### src/rtl/flash_arb.sv
// Two-master round-robin arbiter in front of flash_ctrl: grants read/program/erase commands,
// drives one flash request until flash_ack, returns the result, then enforces a CS-idle gap.
module flash_arb #(
    parameter int unsigned GAP_CYC = 4,
    parameter int unsigned ADDR_W  = 24
) (
    input  logic              clk,
    input  logic              reset_n,
    input  logic              m0_cmd_valid,
    input  logic [1:0]        m0_cmd_op,
    input  logic [ADDR_W-1:0] m0_cmd_addr,
    input  logic [7:0]        m0_cmd_wdata,
    output logic              m0_cmd_ready,
    output logic              m0_rsp_valid,
    output logic [7:0]        m0_rsp_rdata,
    output logic              m0_rsp_err,
    input  logic              m1_cmd_valid,
    input  logic [1:0]        m1_cmd_op,
    input  logic [ADDR_W-1:0] m1_cmd_addr,
    input  logic [7:0]        m1_cmd_wdata,
    output logic              m1_cmd_ready,
    output logic              m1_rsp_valid,
    output logic [7:0]        m1_rsp_rdata,
    output logic              m1_rsp_err,
    output logic              f_rd_req,
    output logic              f_pp_req,
    output logic              f_se_req,
    output logic [ADDR_W-1:0] f_addr,
    output logic [7:0]        f_wdata,
    input  logic              f_flash_ack,
    input  logic [7:0]        f_rdata,
    output logic              busy
);

    localparam logic [1:0] S_IDLE  = 2'd0;
    localparam logic [1:0] S_ISSUE = 2'd1;
    localparam logic [1:0] S_GAP   = 2'd2;

    localparam logic [1:0] OP_RD  = 2'b00;
    localparam logic [1:0] OP_RSV = 2'b11;

    // Terminal gap count; the GAP state is unreachable when GAP_CYC is 0.
    localparam logic [7:0] GAP_LAST = (GAP_CYC == 0) ? 8'd0 : 8'(GAP_CYC - 1);

    logic [1:0]             cmd_valid;
    logic [1:0][1:0]        cmd_op;
    logic [1:0][ADDR_W-1:0] cmd_addr;
    logic [1:0][7:0]        cmd_wdata;

    assign cmd_valid = {m1_cmd_valid, m0_cmd_valid};
    assign cmd_op    = {m1_cmd_op, m0_cmd_op};
    assign cmd_addr  = {m1_cmd_addr, m0_cmd_addr};
    assign cmd_wdata = {m1_cmd_wdata, m0_cmd_wdata};

    logic [1:0]        state_q, state_d;
    logic              last_grant_q, last_grant_d;
    logic [7:0]        gap_cnt_q, gap_cnt_d;
    logic              owner_q, owner_d;
    logic [1:0]        op_q, op_d;
    logic [2:0]        req_q, req_d;            // {se, pp, rd}
    logic [ADDR_W-1:0] f_addr_q, f_addr_d;
    logic [7:0]        f_wdata_q, f_wdata_d;
    logic              busy_q, busy_d;
    logic [1:0]        cmd_ready_q, cmd_ready_d;
    logic [1:0]        rsp_valid_q, rsp_valid_d;
    logic [1:0]        rsp_err_q, rsp_err_d;
    logic [1:0][7:0]   rsp_rdata_q, rsp_rdata_d;
    logic              grant;

    always_comb begin
        // NOTE: every signal assigned here gets a default first, so no path can infer a latch.
        state_d      = state_q;
        last_grant_d = last_grant_q;
        gap_cnt_d    = gap_cnt_q;
        owner_d      = owner_q;
        op_d         = op_q;
        req_d        = req_q;
        f_addr_d     = f_addr_q;
        f_wdata_d    = f_wdata_q;
        cmd_ready_d  = 2'b00;
        rsp_valid_d  = 2'b00;
        rsp_err_d    = rsp_err_q;
        rsp_rdata_d  = rsp_rdata_q;
        grant        = 1'b0;

        case (state_q)
            S_IDLE: begin
                if (|cmd_valid) begin
                    // Contention goes to whoever was not served last.
                    grant              = (&cmd_valid) ? ~last_grant_q : cmd_valid[1];
                    last_grant_d       = grant;
                    cmd_ready_d[grant] = 1'b1;
                    if (cmd_op[grant] == OP_RSV) begin
                        rsp_valid_d[grant] = 1'b1;
                        rsp_err_d[grant]   = 1'b1;
                        rsp_rdata_d[grant] = 8'h00;
                    end else begin
                        owner_d   = grant;
                        op_d      = cmd_op[grant];
                        f_addr_d  = cmd_addr[grant];
                        f_wdata_d = cmd_wdata[grant];
                        req_d     = 3'b001 << cmd_op[grant];
                        state_d   = S_ISSUE;
                    end
                end
            end
            S_ISSUE: begin
                if (f_flash_ack) begin
                    // Drop the request on the ack edge so flash_ctrl cannot relaunch from IDLE.
                    req_d                = 3'b000;
                    rsp_valid_d[owner_q] = 1'b1;
                    rsp_err_d[owner_q]   = 1'b0;
                    rsp_rdata_d[owner_q] = (op_q == OP_RD) ? f_rdata : 8'h00;
                    if (GAP_CYC != 0) begin
                        state_d   = S_GAP;
                        gap_cnt_d = 8'd0;
                    end else begin
                        state_d = S_IDLE;
                    end
                end
            end
            S_GAP: begin
                if (gap_cnt_q == GAP_LAST) begin
                    state_d = S_IDLE;
                end else begin
                    gap_cnt_d = gap_cnt_q + 8'd1;
                end
            end
            default: state_d = S_IDLE;
        endcase

        busy_d = (state_d != S_IDLE);
    end

    // NOTE: state uses non-blocking assignments so every flop samples pre-edge values.
    always_ff @(posedge clk or negedge reset_n) begin
        if (!reset_n) begin
            state_q      <= S_IDLE;
            last_grant_q <= 1'b1;
            gap_cnt_q    <= 8'd0;
            owner_q      <= 1'b0;
            op_q         <= 2'b00;
            req_q        <= 3'b000;
            f_addr_q     <= '0;
            f_wdata_q    <= 8'h00;
            busy_q       <= 1'b0;
            cmd_ready_q  <= 2'b00;
            rsp_valid_q  <= 2'b00;
            rsp_err_q    <= 2'b00;
            rsp_rdata_q  <= '0;
        end else begin
            state_q      <= state_d;
            last_grant_q <= last_grant_d;
            gap_cnt_q    <= gap_cnt_d;
            owner_q      <= owner_d;
            op_q         <= op_d;
            req_q        <= req_d;
            f_addr_q     <= f_addr_d;
            f_wdata_q    <= f_wdata_d;
            busy_q       <= busy_d;
            cmd_ready_q  <= cmd_ready_d;
            rsp_valid_q  <= rsp_valid_d;
            rsp_err_q    <= rsp_err_d;
            rsp_rdata_q  <= rsp_rdata_d;
        end
    end

    assign m0_cmd_ready = cmd_ready_q[0];
    assign m0_rsp_valid = rsp_valid_q[0];
    assign m0_rsp_rdata = rsp_rdata_q[0];
    assign m0_rsp_err   = rsp_err_q[0];
    assign m1_cmd_ready = cmd_ready_q[1];
    assign m1_rsp_valid = rsp_valid_q[1];
    assign m1_rsp_rdata = rsp_rdata_q[1];
    assign m1_rsp_err   = rsp_err_q[1];
    assign f_rd_req     = req_q[0];
    assign f_pp_req     = req_q[1];
    assign f_se_req     = req_q[2];
    assign f_addr       = f_addr_q;
    assign f_wdata      = f_wdata_q;
    assign busy         = busy_q;

endmodule

### config.mk
export PLATFORM = sky130hd
export DESIGN_NAME = flash_arb
export DESIGN_NICKNAME = d
export VERILOG_FILES = /design/src/rtl/flash_arb.sv
export SDC_FILE = /design/constraint.sdc
export NUM_CORES = 1
export LEC_CHECK = 0
export ABC_CLOCK_PERIOD_IN_PS = 4500
export BUFFER_PORTS_ARGS = -buffer_cell sky130_fd_sc_hd__buf_2
export CORE_MARGIN = 2
export CORE_UTILIZATION = 35
export DETAILED_ROUTE_END_ITERATION = 6
export HOLD_SLACK_MARGIN = 0.06
export PLACE_DENSITY = 0.68
export SLEW_MARGIN = 40
export SYNTH_ARGS = -nofsm -noshare
export SYNTH_HDL_FRONTEND = slang
export SYNTH_SLANG_ARGS = --single-unit
export TNS_END_PERCENT = 1
### constraint.sdc
create_clock -name clk -period 4.5 [get_ports clk]
set_input_delay 0.45 -clock clk [delete_from_list [all_inputs] [get_ports clk]]
set_output_delay 0.45 -clock clk [all_outputs]
set_load 0.01 [all_outputs]
==> insert_results.sql <==
INSERT INTO impl_metrics (metric_group, metric, value, unit) VALUES
('timing', 'fmax', '479', 'MHz'),
('finish', 'area_growth_syn_to_layout', '30.0', '%'),
('routing', 'route.met3.wl', '579', 'µm'),
('pwr', 'power_density', '639', 'nW/µm²'),
('routing', 'finalWirelength', '8500', 'µm'),
('logic_synthesis', 'yosys_register_bits', '72', ''),
('routing', 'drt_first_iter_violations', '178', ''),
('timing', 'clock_skew', '11.2', 'ps'),
('worst_setup_path', 'critPathMaxFanout', '38', ''),
('grt', 'grt_start_max_net_pins', '73', ''),
('floorplan', 'io-pin-count', '139', ''),
('cts', 'clk_latency', '340', 'ps'),
('routing', 'drt-pass1-iter-count', '4', ''),
('cts', 'worst_setup_hold_path_clk_slew', '80', 'ps'),
('worst_setup_path', 'critPathLaunchType', 'register', ''),
('floorplan', 'start_util', '35.5', '%'),
('floorplan', 'core_region_area', '9110', 'µm²'),
('routing', 'detail_route.wirelength.met1', '3730', 'µm'),
('worst_setup_path', 'rr_worst_depth', '5', ''),
('logic_synthesis', 'synth-seq-area-share', '55.7', '%'),
('cts', 'clkSinkCount', '72', ''),
('grt', 'globalRoute.totalOverflow', '0', ''),
('worst_setup_path', 'critical_path.reg2reg.startpoint', 'last_grant_q', ''),
('grt', 'global_route_wire_length_before_repair', '13800', 'µm'),
('routing', 'via_count', '2963', ''),
('cts', 'tritoncts', 'yes', ''),
('routing', 'antenna_left', '0', ''),
('finish', 'final_layout_size_suffix_gt1_share', '36.4', '%'),
('routing', 'route.detailed.wl_per_inst', '14.9', 'µm'),
('place', 'postPlaceCellArea', '4010', 'µm²'),
('pwr', 'share_seq_of_total_power', '41.8', '%'),
('floorplan', 'die_area', '10000', 'µm²'),
('worst_setup_path', 'setup.reg_to_reg.worst_slack', '2410', 'ps'),
('floorplan', 'chipWidth', '100', 'µm'),
('pwr', 'finalPower', '0.00269', 'W'),
('min_path', 'worst_hold_path_type', 'in -> async', ''),
('logic_synthesis', 'post_synth.cell_area_avg', '9.89', 'µm²'),
('pwr', 'internal_power', '0.00165', 'W'),
('place', 'dp_cells', '556', ''),
('routing', 'drc', '0', ''),
('place', 'placement.io_buffers', '138', ''),
('outcome', 'outcome', 'completed', ''),
('timing', 'hold_viol_final', '0', ''),
('timing', 'final.period_utilization', '46.4', '%'),
('logic_synthesis', 'synth_flop_cell', 'dfrtp_1', ''),
('timing', 'setup_violations', '0', ''),
('logic_synthesis', 'post_synth_inst_count', '327', ''),
('grt', 'global_route.usage.total', '17.4', '%'),
('run', 'max_cap_viol_count', '0', ''),
('cts', 'cts_hold_buf', '0', ''),
('pwr', 'maximum_vdd_drop', '0.000228', 'V'),
('place', 'globalplace.congestion', '0.752', ''),
('pwr', 'sw_frac_of_total', '38.6', '%'),
('timing', 'min_period', '2090', 'ps'),
('finish', 'area_of_all_placed_cells_without_fillers', '4210', 'µm²'),
('pwr', 'clock_power_share', '18.7', '%'),
('cts', 'number_of_buffers_added_by_the_clock_tree_synthesis_step', '9', ''),
('worst_setup_path', 'setup.worst_path.class', 'reg -> reg', ''),
('cts', 'number_of_h_tree_levels', '3', ''),
('timing', 'unrepaired_setup_endpoints_after_global_routing', 'false', ''),
('cts', 'clockRootBuffer', 'clkbuf_8', ''),
('cts', 'max-clock-path-buffers', '2', ''),
('timing', 'transition_at_the_pin_with_the_smallest_max_transition_slack', '775', 'ps'),
('timing', 'report.final.slew_viol_count', '0', ''),
('worst_setup_path', 'timing.critical_path.to_type', 'register', ''),
('worst_setup_path', 'slowest_stage', 'and2_2', ''),
('grt', 'grt_pass1_vias', '2912', ''),
('logic_synthesis', 'number_of_synthesized_flops_with_an_enable_pin', '0', ''),
('logic_synthesis', 'synth.lib_cells_used.distinct', '39', ''),
('routing', 'maxUsedRoutingLayer', 'met4', ''),
('pwr', 'comb_power_share', '39.5', '%');
flip-flops by register name, indices dropped and copies added, names as in the netlist:
signal and count:
last_grant_q 1, busy 1, state_q 2, cmd_ready_q 2, op_q 2, rsp_valid_q 2
m0_rsp_rdata 8, req_q 3, rsp_err_q 2, f_addr 24, m1_rsp_rdata 8, gap_cnt_q 8
f_wdata 8, owner_q 1
layout make-up:
type	count	area (µm²)
Timing Repair Buffer	141	719
Multi-Input combinational cell	227	1330
Inverter	5	18.8
Clock inverter	5	56.3
Tap cell	111	139
Sequential cell	72	1800
Clock buffer	11	141
Fill cell	908	4900
kinds of logic after synthesis:
group	synth area share (%)
DFF	55.7
buffers and inverters	3.94
muxes	0.425
xor gates and xnor gates	0.812
and+or+nand+nor	16.2
adders and majority gates	0.387
AOI/OAI and AO/OA	22.5
cell usage in the layout, fill, tap and decap left out, types with 3 or more instances in the layout:
cell,instances
nand3b_1,5
nand2b_1,3
or3_1,3
a32o_1,17
a22o_1,4
o21ai_0,7
buf_4,3
nand3_1,6
buf_2,137
a31oi_1,32
dfrtp_1,71
a21oi_1,36
inv_1,5
clkbuf_8,10
nand2_1,79
and2_1,4
nor2_1,5
power by group through the flow:
stage / clock network (W) / registers [W] / logic [W]
floorplan: 0 / 0.00121 / 0.000555
global placement: 0 / 0.00113 / 0.00105
detailed placement: 0 / 0.00113 / 0.00108
CTS: 0.000518 / 0.00113 / 0.00108
global route: 0.000545 / 0.00116 / 0.00119
finish: 0.000503 / 0.00112 / 0.00106
worst max-delay path by stage:
| stage | start | end | slack, ps | depth (start not counted) |
|---|---|---|---|---|
| floorplan | m1_cmd_valid | f_addr[0] | 2900 | 6 |
| CTS | last_grant_q | f_wdata[7] | 2360 | 5 |
| detailed placement | m1_cmd_valid | f_wdata[5] | 2150 | 6 |
| finish | last_grant_q | f_wdata[7] | 2410 | 5 |
| global route | last_grant_q | f_wdata[7] | 2220 | 5 |
| global placement | m1_cmd_valid | f_wdata[0] | 1830 | 6 |
per-stage QoR:
step	utilization, %	hold WS [ps]
after global placement	43.9	468
after global routing	46.2	164
after CTS	46.2	137
after detailed placement	44.0	477
final	46.2	132
after floorplan	-	154
cell usage after synthesis (4+ instances only):
master     n  area share, %
a32o_1    17            5.3
o21ai_0    7            1.1
nand2_1   79            9.2
nor2_1     6           0.70
nand3_1    6           0.93
dfrtp_1   71             55
a22o_1     4            1.1
a31oi_1   32            6.2
inv_1      5           0.58
and2_1     5           0.97
buf_2     12            1.9
a21oi_1   36            5.6
nand3b_1   5            1.2
clkbuf_1  10            1.2
metal layers:
metal  track usage, %  up-vias
met4             4.43        0
li1                 -     1435
met2             29.0      116
met5                0        -
met3             4.25        7
met1             22.8     1405
worst max-delay path, delay by kind of cell, from the launching register on:
kind / cells / cell delay, ps
buffers and inverters: 1 / 380
AOI/OAI and AO/OA: 2 / 290
DFF: 1 / 390
muxes: 1 / 290
and+or+nand+nor: 1 / 540
Power figures use the tool's default switching activity.
